File: src/rtl/uart_tx_sched_pkg.sv
// Shared types for the UART transmit scheduler: FSM states, grant encodings, grant arbitration.
// Combinational helpers only; nothing here holds state.
// No flow control of its own; it only encodes decisions made in uart_tx_sched.
package uart_tx_sched_pkg;

    typedef enum logic [1:0] {
        S_IDLE      = 2'd0,
        S_LAUNCH    = 2'd1,
        S_WAIT_BUSY = 2'd2,
        S_WAIT_DONE = 2'd3
    } state_t;

    localparam logic GNT_PS2 = 1'b0;
    localparam logic GNT_CPU = 1'b1;

    // Round-robin pick: with both sources pending, the one that did not win last time goes next.
    function automatic logic pick_grant(input logic ps2_ne, input logic cpu_ne, input logic last_grant);
        if (ps2_ne && cpu_ne) begin
            return (last_grant == GNT_CPU) ? GNT_PS2 : GNT_CPU;
        end
        return cpu_ne ? GNT_CPU : GNT_PS2;
    endfunction

endpackage

File: src/rtl/uart_tx_sched_if.sv
// Producer/consumer bundle around the UART scheduler: PS/2 and CPU byte strobes in, UART launch out.
// Pure wiring; no latency.
// Producers are never stalled; overflow shows up as cpu_full / ps2_drop only.
interface uart_tx_sched_if;
    logic       ps2_valid;
    logic [7:0] ps2_byte;
    logic       cpu_wen;
    logic [7:0] cpu_byte;
    logic       cpu_full;
    logic       ps2_drop;
    logic       uart_busy;
    logic       uart_tx_en;
    logic [7:0] uart_tx_data;
    logic       sched_idle;

    modport master (
        output ps2_valid, ps2_byte, cpu_wen, cpu_byte, uart_busy,
        input  cpu_full, ps2_drop, uart_tx_en, uart_tx_data, sched_idle
    );

    modport slave (
        input  ps2_valid, ps2_byte, cpu_wen, cpu_byte, uart_busy,
        output cpu_full, ps2_drop, uart_tx_en, uart_tx_data, sched_idle
    );
endinterface

File: src/rtl/uart_tx_sched_byte_fifo.sv
// Small byte FIFO with registered count; read data is the head entry, visible combinationally.
// Push lands one cycle later; pop advances the head at the clock edge.
// A push while full is discarded even if a pop happens in the same cycle.
module byte_fifo #(
    parameter int DEPTH_LOG2 = 2
) (
    input  logic                  clk,
    input  logic                  reset_n,
    input  logic                  push,
    input  logic [7:0]            push_data,
    input  logic                  pop,
    output logic [7:0]            data,
    output logic                  empty,
    output logic                  full,
    output logic [DEPTH_LOG2:0]   count
);
    localparam int DEPTH = 1 << DEPTH_LOG2;

    logic [7:0]            mem [DEPTH];
    logic [DEPTH_LOG2-1:0] wr_ptr;
    logic [DEPTH_LOG2-1:0] rd_ptr;
    logic                  push_ok;
    logic                  pop_ok;

    assign full    = (count == (DEPTH_LOG2+1)'(DEPTH));
    assign empty   = (count == '0);
    assign push_ok = push && !full;
    assign pop_ok  = pop && !empty;
    assign data    = mem[rd_ptr];

    always_ff @(posedge clk or negedge reset_n) begin
        if (!reset_n) begin
            wr_ptr <= '0;
            rd_ptr <= '0;
            count  <= '0;
        end else begin
            if (push_ok) wr_ptr <= wr_ptr + 1'b1;
            if (pop_ok)  rd_ptr <= rd_ptr + 1'b1;
            case ({push_ok, pop_ok})
                2'b10:   count <= count + 1'b1;
                2'b01:   count <= count - 1'b1;
                default: count <= count;
            endcase
        end
    end

    always_ff @(posedge clk) begin
        if (push_ok) mem[wr_ptr] <= push_data;
    end
endmodule

File: src/rtl/uart_tx_sched.sv
// Round-robin scheduler sharing one UART between PS/2 echo and CPU bytes; optional stats via UART_SCHED_STATS_EN.
// Push into empty FIFO while idle -> uart_tx_en two cycles later; one byte per UART frame + 2 cycles.
// Producers never stall; paces on uart_busy, abandons the handshake if busy never rises.
module uart_tx_sched
    import uart_tx_sched_pkg::*;
#(
    parameter int DEPTH_LOG2   = 2,
    parameter int BUSY_TIMEOUT = 16
) (
    input  logic             clk,
    input  logic             reset_n,
    uart_tx_sched_if.slave   bus
`ifdef UART_SCHED_STATS_EN
    ,
    output logic [15:0]      drop_count,
    output logic [15:0]      sent_count
`endif
);
    localparam int TW = (BUSY_TIMEOUT > 2) ? $clog2(BUSY_TIMEOUT) : 1;

    state_t              state;
    state_t              state_nx;
    logic                last_grant;
    logic                grant;
    logic [TW-1:0]       timer;
    logic [7:0]          ps2_data;
    logic [7:0]          cpu_data;
    logic [7:0]          tx_data;
    logic                tx_en;
    logic                ps2_drop;
    logic                ps2_empty;
    logic                ps2_full;
    logic                cpu_empty;
    logic                cpu_full;
    logic                pop_ps2;
    logic                pop_cpu;
    logic                load;
    logic [DEPTH_LOG2:0] ps2_count;
    logic [DEPTH_LOG2:0] cpu_count;

    byte_fifo #(.DEPTH_LOG2(DEPTH_LOG2)) u_ps2_fifo (
        .clk       (clk),
        .reset_n   (reset_n),
        .push      (bus.ps2_valid),
        .push_data (bus.ps2_byte),
        .pop       (pop_ps2),
        .data      (ps2_data),
        .empty     (ps2_empty),
        .full      (ps2_full),
        .count     (ps2_count)
    );

    byte_fifo #(.DEPTH_LOG2(DEPTH_LOG2)) u_cpu_fifo (
        .clk       (clk),
        .reset_n   (reset_n),
        .push      (bus.cpu_wen),
        .push_data (bus.cpu_byte),
        .pop       (pop_cpu),
        .data      (cpu_data),
        .empty     (cpu_empty),
        .full      (cpu_full),
        .count     (cpu_count)
    );

    assign grant = pick_grant(!ps2_empty, !cpu_empty, last_grant);

    always_comb begin
        state_nx = state;
        pop_ps2  = 1'b0;
        pop_cpu  = 1'b0;
        load     = 1'b0;
        case (state)
            S_IDLE: begin
                if (!ps2_empty || !cpu_empty) begin
                    load     = 1'b1;
                    pop_ps2  = (grant == GNT_PS2);
                    pop_cpu  = (grant == GNT_CPU);
                    state_nx = S_LAUNCH;
                end
            end
            S_LAUNCH:    state_nx = S_WAIT_BUSY;
            // A UART that never raises busy still releases the scheduler; the byte is treated as sent.
            S_WAIT_BUSY: begin
                if (bus.uart_busy)                       state_nx = S_WAIT_DONE;
                else if (timer == TW'(BUSY_TIMEOUT - 1)) state_nx = S_IDLE;
            end
            S_WAIT_DONE: if (!bus.uart_busy) state_nx = S_IDLE;
            default:     state_nx = S_IDLE;
        endcase
    end

    always_ff @(posedge clk or negedge reset_n) begin
        if (!reset_n) begin
            state      <= S_IDLE;
            last_grant <= GNT_CPU;
            tx_data    <= 8'h00;
            tx_en      <= 1'b0;
            timer      <= '0;
            ps2_drop   <= 1'b0;
        end else begin
            state    <= state_nx;
            tx_en    <= (state_nx == S_LAUNCH);
            ps2_drop <= bus.ps2_valid && ps2_full;
            if (load) begin
                last_grant <= grant;
                tx_data    <= (grant == GNT_CPU) ? cpu_data : ps2_data;
            end
            if (state == S_LAUNCH)         timer <= '0;
            else if (state == S_WAIT_BUSY) timer <= timer + 1'b1;
        end
    end

    assign bus.uart_tx_en   = tx_en;
    assign bus.uart_tx_data = tx_data;
    assign bus.ps2_drop     = ps2_drop;
    assign bus.cpu_full     = cpu_full;
    assign bus.sched_idle   = (state == S_IDLE) && (ps2_count == '0) && (cpu_count == '0);

`ifdef UART_SCHED_STATS_EN
    logic [1:0]  drop_inc;
    logic [16:0] drop_sum;

    // Both sources can overflow in the same cycle, so the increment is 0..2 and saturates at 16'hFFFF.
    assign drop_inc = {1'b0, bus.ps2_valid && ps2_full} + {1'b0, bus.cpu_wen && cpu_full};
    assign drop_sum = {1'b0, drop_count} + {15'd0, drop_inc};

    always_ff @(posedge clk or negedge reset_n) begin
        if (!reset_n) begin
            drop_count <= 16'd0;
            sent_count <= 16'd0;
        end else begin
            drop_count <= drop_sum[16] ? 16'hFFFF : drop_sum[15:0];
            if (state == S_LAUNCH) sent_count <= sent_count + 16'd1;
        end
    end
`endif
endmodule

File: src/flat_wrapper.sv
// flat-port wrapper written by rule: the top's interface ports become plain ports
module uart_tx_sched_flat import uart_tx_sched_pkg::*;
#(
    parameter int DEPTH_LOG2   = 2,
    parameter int BUSY_TIMEOUT = 16
)
  (clk, reset_n, bus_ps2_valid, bus_ps2_byte, bus_cpu_wen, bus_cpu_byte, bus_uart_busy, bus_cpu_full, bus_ps2_drop, bus_uart_tx_en, bus_uart_tx_data, bus_sched_idle);
  uart_tx_sched_if bus_i ();
  input  logic clk;
  input  logic reset_n;
  input wire logic [$bits(bus_i.ps2_valid)-1:0] bus_ps2_valid;
  input wire logic [$bits(bus_i.ps2_byte)-1:0] bus_ps2_byte;
  input wire logic [$bits(bus_i.cpu_wen)-1:0] bus_cpu_wen;
  input wire logic [$bits(bus_i.cpu_byte)-1:0] bus_cpu_byte;
  input wire logic [$bits(bus_i.uart_busy)-1:0] bus_uart_busy;
  output wire logic [$bits(bus_i.cpu_full)-1:0] bus_cpu_full;
  output wire logic [$bits(bus_i.ps2_drop)-1:0] bus_ps2_drop;
  output wire logic [$bits(bus_i.uart_tx_en)-1:0] bus_uart_tx_en;
  output wire logic [$bits(bus_i.uart_tx_data)-1:0] bus_uart_tx_data;
  output wire logic [$bits(bus_i.sched_idle)-1:0] bus_sched_idle;
  assign bus_i.ps2_valid = bus_ps2_valid;
  assign bus_i.ps2_byte = bus_ps2_byte;
  assign bus_i.cpu_wen = bus_cpu_wen;
  assign bus_i.cpu_byte = bus_cpu_byte;
  assign bus_i.uart_busy = bus_uart_busy;
  assign bus_cpu_full = bus_i.cpu_full;
  assign bus_ps2_drop = bus_i.ps2_drop;
  assign bus_uart_tx_en = bus_i.uart_tx_en;
  assign bus_uart_tx_data = bus_i.uart_tx_data;
  assign bus_sched_idle = bus_i.sched_idle;
  uart_tx_sched #(.DEPTH_LOG2(DEPTH_LOG2), .BUSY_TIMEOUT(BUSY_TIMEOUT)) u_core (.clk(clk), .reset_n(reset_n), .bus(bus_i));
endmodule
File: config.mk
export PLATFORM = sky130hd
export DESIGN_NAME = uart_tx_sched_flat
export DESIGN_NICKNAME = d
export VERILOG_FILES = /design/src/rtl/uart_tx_sched_pkg.sv /design/src/rtl/uart_tx_sched_if.sv /design/src/rtl/uart_tx_sched_byte_fifo.sv /design/src/rtl/uart_tx_sched.sv /design/src/flat_wrapper.sv
export SDC_FILE = /design/constraint.sdc
export NUM_CORES = 1
export LEC_CHECK = 0
export BUFFER_PORTS_ARGS = -buffer_cell sky130_fd_sc_hd__buf_2
export CORE_MARGIN = 3
export CORE_UTILIZATION = 25
export DETAILED_ROUTE_END_ITERATION = 8
export PLACE_DENSITY = 0.49
export REMOVE_ABC_BUFFERS = 1
export SLEW_MARGIN = 20
export SYNTH_ARGS = -nofsm -noshare
export SYNTH_HDL_FRONTEND = slang
export SYNTH_SLANG_ARGS = --single-unit
File: constraint.sdc
create_clock -name clk -period 2.13 [get_ports clk]
set_input_delay 0.1065 -clock clk [delete_from_list [all_inputs] [get_ports clk]]
set_output_delay 0.1065 -clock clk [all_outputs]
set_load 0.01 [all_outputs]
Yosys cells after proc, flatten, opt, wreduce, memory -nomap -nowiden
Memories as Yosys holds them, arrays and structs flattened.
Index checks and enable logic that the tools add are counted.
Word-level totals
  logic and storage cells: 79
  register bits: 31
  input bits: 21
  output and inout bits: 12
  memories kept: 2
  bits in writable memories: 64
Operators by class
  reduce and logical (&&, ||, !) cells: 19
  add/subtract/negate cells: 9
  eq/ne operators: 11
  muxes and demuxes: 25
  bitwise logic cells: 1
Memories
  u_core.u_cpu_fifo.mem: words 4, width 8, rd ports 1, clocked after Yosys merged registers in 0, write ports 1, line uart_tx_sched_byte_fifo.sv:19  | logic [7:0] mem [DEPTH];
  u_core.u_ps2_fifo.mem: words 4, width 8, rd ports 1, clocked after Yosys merged registers in 0, write ports 1, line uart_tx_sched_byte_fifo.sv:19
Operators by type and width (count)
  $mux W1: 15
  $pmux W3 S2: 2
  $add A2 B1 Y2 const B: 4
  $eq A2 B1 Y1 const B: 4
  $eq A2 B2 Y1 const B: 4
  $logic_and A1 B1 Y1: 8
  $mux W2: 4
  $mux W4: 2
  $mux W8: 1
  $pmux W2 S4: 1
  $add A3 B1 Y3 const B: 2
  $eq A3 B3 Y1 const B: 2
  $logic_not A3 Y1: 2
  $reduce_bool A2 Y1: 3
  $sub A3 B1 Y3 const B: 2
  $add A4 B1 Y4 const B: 1
  $eq A4 B4 Y1 const B: 1
  $logic_not A1 Y1: 4
  $logic_not A2 Y1: 1
  $logic_or A1 B1 Y1: 1
  $not A1 Y1: 1

Depth between registers and ports, before layout
  depth after elaboration: 11
  gate-level depth with buffers: 11
  gate-level depth less buffers: 10

Modules after synthesis
A second synthesis with hierarchy kept.
Second synthesis, totals
  cell total of the unflattened synthesis: 245
  area total of the unflattened synthesis: 4075.2 µm²
Modules (own cells, without submodules)
  byte_fifo: area each 1592.8 µm², cells each 79, instances 2
  uart_tx_sched: area each 889.6 µm², cells each 87, instances 1

Least setup slack after synthesis
Ideal clock, no wire load.
  kind: register to register
  start: register u_core.u_ps2_fifo.count[1]
  end: register u_core.u_cpu_fifo.count[2]
  data required time: 2.051 ns
  stages on the path, launching flop included: 10
  library setup time: 0.079 ns
  arrival: 2.219 ns
  buffers on the path: 1
  setup slack: -0.168 ns
  period minus slack after synthesis: 2.298 ns
  cell sequence: dfrtp_1 -> or3_4 -> a211oi_4 -> buf_6 -> ha_1 -> inv_1 -> fa_1 -> xor2_1 -> nor2_1 -> xor2_1
On the way
  word-level cells in the longest chain between the ends: 10
RTL lines
  from (decl): line uart_tx_sched_byte_fifo.sv:15  | output logic [DEPTH_LOG2:0] count
  from (signal assigned): line uart_tx_sched_byte_fifo.sv:40  | 2'b10: count <= count + 1'b1;
  from (signal assigned): line uart_tx_sched_byte_fifo.sv:41  | 2'b01: count <= count - 1'b1;
  from (signal assigned): line uart_tx_sched_byte_fifo.sv:42  | default: count <= count;
  $logic_not A3 Y1 *: line uart_tx_sched_byte_fifo.sv:26  | assign empty = (count == '0);
  $logic_not A1 Y1 *: line uart_tx_sched.sv:65, uart_tx_sched.sv:74
  $logic_and A1 B1 Y1: line uart_tx_sched_pkg.sv:18  | if (ps2_ne && cpu_ne) begin
  $mux W1: line uart_tx_sched_pkg.sv:18
  $mux W1: line uart_tx_sched_pkg.sv:21  | return cpu_ne ? GNT_CPU : GNT_PS2;
  $mux W1 *: line uart_tx_sched.sv:74  | if (!ps2_empty || !cpu_empty) begin
  $mux W1 *: line uart_tx_sched.sv:72  | case (state)
  $logic_and A1 B1 Y1 *: line uart_tx_sched_byte_fifo.sv:28  | assign pop_ok = pop && !empty;
  via u_core.u_cpu_fifo.pop_ok: line uart_tx_sched_byte_fifo.sv:23  | logic pop_ok;
  $eq A2 B1 Y1 / $eq A2 B2 Y1 (equally long branches): line uart_tx_sched_byte_fifo.sv:39  | case ({push_ok, pop_ok})
  $pmux W3 S2 / $reduce_bool A2 Y1 (equally long branches)
  to (signal assigned): line uart_tx_sched_byte_fifo.sv:40
  to (signal assigned): line uart_tx_sched_byte_fifo.sv:41
  to (signal assigned): line uart_tx_sched_byte_fifo.sv:42
  to (decl): line uart_tx_sched_byte_fifo.sv:15
The timed path passes the listed nets; every way through them passes the cells marked *.
A chain may end at the register's enable or synchronous reset.

Worst setup path in the final report
  start: register u_core.u_ps2_fifo.count[2]
  end: register u_core.u_cpu_fifo.count[2]
On the way
  word-level cells in the longest chain between the ends: 10
RTL lines (line)
  $logic_not A3 Y1 *: uart_tx_sched_byte_fifo.sv:26
  $logic_not A1 Y1 *: uart_tx_sched.sv:65, uart_tx_sched.sv:74
  $logic_and A1 B1 Y1: uart_tx_sched_pkg.sv:18
  $mux W1: uart_tx_sched_pkg.sv:18
  $mux W1: uart_tx_sched_pkg.sv:21
  $mux W1 *: uart_tx_sched.sv:74
  $mux W1 *: uart_tx_sched.sv:72
  $logic_and A1 B1 Y1 *: uart_tx_sched_byte_fifo.sv:28
  $eq A2 B1 Y1 / $eq A2 B2 Y1 (equally long branches): uart_tx_sched_byte_fifo.sv:39
  $pmux W3 S2 / $reduce_bool A2 Y1 (equally long branches)
Mark *: on every way between the ends. The rest lies on a longest branch, timed or not.

==> impl_metrics.json <==
{
  "status": "complete, no violations",
  "critPathRequiredTime_ns": 2.39,
  "clock_sinks": 95,
  "rows": 45,
  "final_nets": 349,
  "setup_tns_ns": 0,
  "io_pins": 33,
  "ys.flop_type": "edfxtp_1",
  "antenna_found_initial": 0,
  "routed-via-count": 2146,
  "worst_pin_slew_ns": 0.7474,
  "synth_edf_count": 64,
  "clk_latency_ns": 0.34,
  "grt_pass1_wl_mm": 12.22,
  "cts_buffer_depth": 2,
  "overflow": 0,
  "final_cell_mix": "edfxtp_1, buf_2, dfrtp_1, nand2_1",
  "r2r_slack_ns": 0.07,
  "maxCapViolCount": 0,
  "worst_slack_ns": 0.07169,
  "crit_fanout": 2,
  "root_buffer": "clkbuf_16",
  "cts_buffers": 9,
  "relSlewSlack": 0.5017,
  "drive_gt1_frac": 0.2984,
  "clk_pin_slew_ns": 0.06,
  "clock_skew_ns": 0.01002,
  "ir_drop_mv": 0.6220,
  "die-height_um": 132.5,
  "syn-cell-area_um2": 4001,
  "area_growth_pct": 24.27,
  "dp_hpwl_mm": 5.116,
  "cp.arrival_ns": 2.32,
  "power.density_nw_per_um2": 1415,
  "grt_max_degree": 32,
  "end_kind": "register",
  "synth_warnings": 0,
  "synth-seq-cells": 95,
  "cp-start-kind": "register",
  "core_area_um2": 15430,
  "track_usage": 0.08940,
  "finalCriticalPeriod_ns": 2.058,
  "r2r-start": "u_core.u_ps2_fifo.count[2]",
  "dieArea_um2": 17560,
  "timing.rr.end": "u_core.u_cpu_fifo.count[2]",
  "startpoint": "u_core.u_ps2_fifo.count[2]",
  "setup_violations": 0,
  "die_x_um": 132.5,
  "ys_async_sr_fraction": 0.3263,
  "hold_class": "in -> reg",
  "cp-endpoint": "u_core.u_cpu_fifo.count[2]",
  "hold_viol_final": 0,
  "leakage_nw": 1.947,
  "tritoncts": "yes",
  "drt_wl_total_mm": 7.281,
  "synth.avg_cell_area_um2": 16.53,
  "r2r_cells": 8,
  "drt_iter0_drc": 42,
  "stdcell_area_um2": 4972,
  "dr.pass1.iters": 4,
  "avgRoutedWirePerCell_um": 13.84,
  "fin_util": 0.3223,
  "detail-route-antenna-nets": 0,
  "grt_pass1_vias": 2343,
  "final_common_cell": "edfxtp_1",
  "place.gp.congestion": 0.7529,
  "fin_crit_sh": 0.9663,
  "power_mw": 7.035,
  "cts_htree_levels": 3,
  "synth_cells": 242,
  "initial_core_util": 0.2594,
  "antennaDiodeCount": 0,
  "fmax_mhz": 485.8,
  "pre_cts_ws_ns": -0.03851,
  "crit_type": "reg -> reg",
  "rsz0062_at_grt": "true",
  "slew_violations": 0,
  "io_buffers": 32,
  "drc": 0,
  "dpl_cell_area_um2": 4491,
  "drt-vias-per-instance": 4.080,
  "yosysUniqueCellTypes": 46,
  "seq_area_frac_synth": 0.6745
}
-- synthesized netlist by cell type (3+ instances only) --
| cell type | instances | area (µm²) |
|---|---|---|
| xor2_1 | 4 | 35.03 |
| inv_1 | 15 | 56.30 |
| mux2_2 | 4 | 45.04 |
| nor2_1 | 5 | 18.77 |
| a22oi_1 | 8 | 60.06 |
| ha_1 | 16 | 200.2 |
| dfrtp_1 | 30 | 750.7 |
| mux4_2 | 16 | 360.4 |
| nand2_1 | 22 | 82.58 |
| o21ai_0 | 3 | 15.01 |
| edfxtp_1 | 64 | 1922 |
| and2_1 | 8 | 50.05 |
| xnor2_1 | 7 | 61.31 |
-- state kept, by name, summed over array words and instances, names as in the netlist --
register                  cells
u_core.u_cpu_fifo.mem        32
u_core.u_ps2_fifo.mem        32
u_core.bus.uart_tx_data       8
u_core.timer                  4
u_core.u_cpu_fifo.count       3
u_core.u_ps2_fifo.count       3
u_core.state                  2
u_core.u_cpu_fifo.rd_ptr      2
u_core.u_cpu_fifo.wr_ptr      2
u_core.u_ps2_fifo.rd_ptr      2
u_core.u_ps2_fifo.wr_ptr      2
u_core.bus.ps2_drop           1
u_core.bus.uart_tx_en         1
u_core.last_grant             1
-- metrics by stage --
step / std cells / hold slack, ns
finish: 526 / 0.01113
global route: 526 / 0.0006529
CTS: 525 / 0.002141
detailed placement: 492 / 0.2231
global placement: 492 / 0.2175
floorplan: 235 / -0.1891
-- routing by layer --
metal | part of all wire | vias to the layer above | routed length [µm] | track usage
li1 | - | 1028 | - | -
met1 | 0.48 | 1075 | 3518 | 0.1196
met2 | 0.47 | 33 | 3389 | 0.1384
met3 | 0.039 | 10 | 282 | 0.02814
met4 | 0.012 | 0 | 91 | 0.02945
met5 | 0 | - | 0 | 0
-- cells by family after synthesis --
| group | after synthesis | share of synthesized area |
|---|---|---|
| DFF | 95 | 0.6745 |
| and+or+nand+nor | 48 | 0.06035 |
| AOI/OAI and AO/OA | 25 | 0.04816 |
| buffers and inverters | 23 | 0.02501 |
| muxes | 21 | 0.1038 |
| adders and majority gates | 18 | 0.06004 |
| xor gates and xnor gates | 12 | 0.02814 |
-- critical path, stage by stage, from the launching register on --
cell and delay (ns):
dfrtp_1 0.37, or3_4 0.40, a211oi_4 0.22, ha_2 0.21, inv_2 0.04, fa_2 0.32
xor2_1 0.14, nor2_1 0.11, xor2_1 0.16
-- report_power, final --
| group | internal (mW) | switching [mW] |
|---|---|---|
| logic | 1.29 | 1.31 |
| clock network | 0.847 | 0.708 |
| registers | 2.57 | 0.311 |
| total | 4.71 | 2.33 |
-- worst min-delay path by stage --
| stage | startpoint | to | depth (start not counted) |
|---|---|---|---|
| after detailed placement | reset_n | u_core.timer[3] | 1 |
| after floorplan | reset_n | u_core.bus.ps2_drop | 0 |
| after global routing | bus_ps2_byte[5] | u_core.u_ps2_fifo.mem[0][5] | 1 |
| final | bus_ps2_byte[5] | u_core.u_ps2_fifo.mem[0][5] | 1 |
| after global placement | reset_n | u_core.timer[3] | 1 |
| after CTS | bus_ps2_byte[5] | u_core.u_ps2_fifo.mem[0][5] | 1 |
-- final cells by class --
cell class	instances	area, µm²
fillers	1549	10460
flip-flops and latches	95	2699
multi-input cells	124	1220
repair buffers	64	440.4
well taps	211	264.0
clock buffers	11	242.7
inverters	16	60.06
clock inverters	5	46.29
-- what timing repair did --
action,in CTS,in global routing
hold buffers,16,0
endpoints found under the hold margin,90,0
pin swaps,4,4
gates resized for setup,2,3
buffers inserted,1,1
setup endpoints to repair,1,2
No activity file was read; power rests on OpenSTA's default activity.
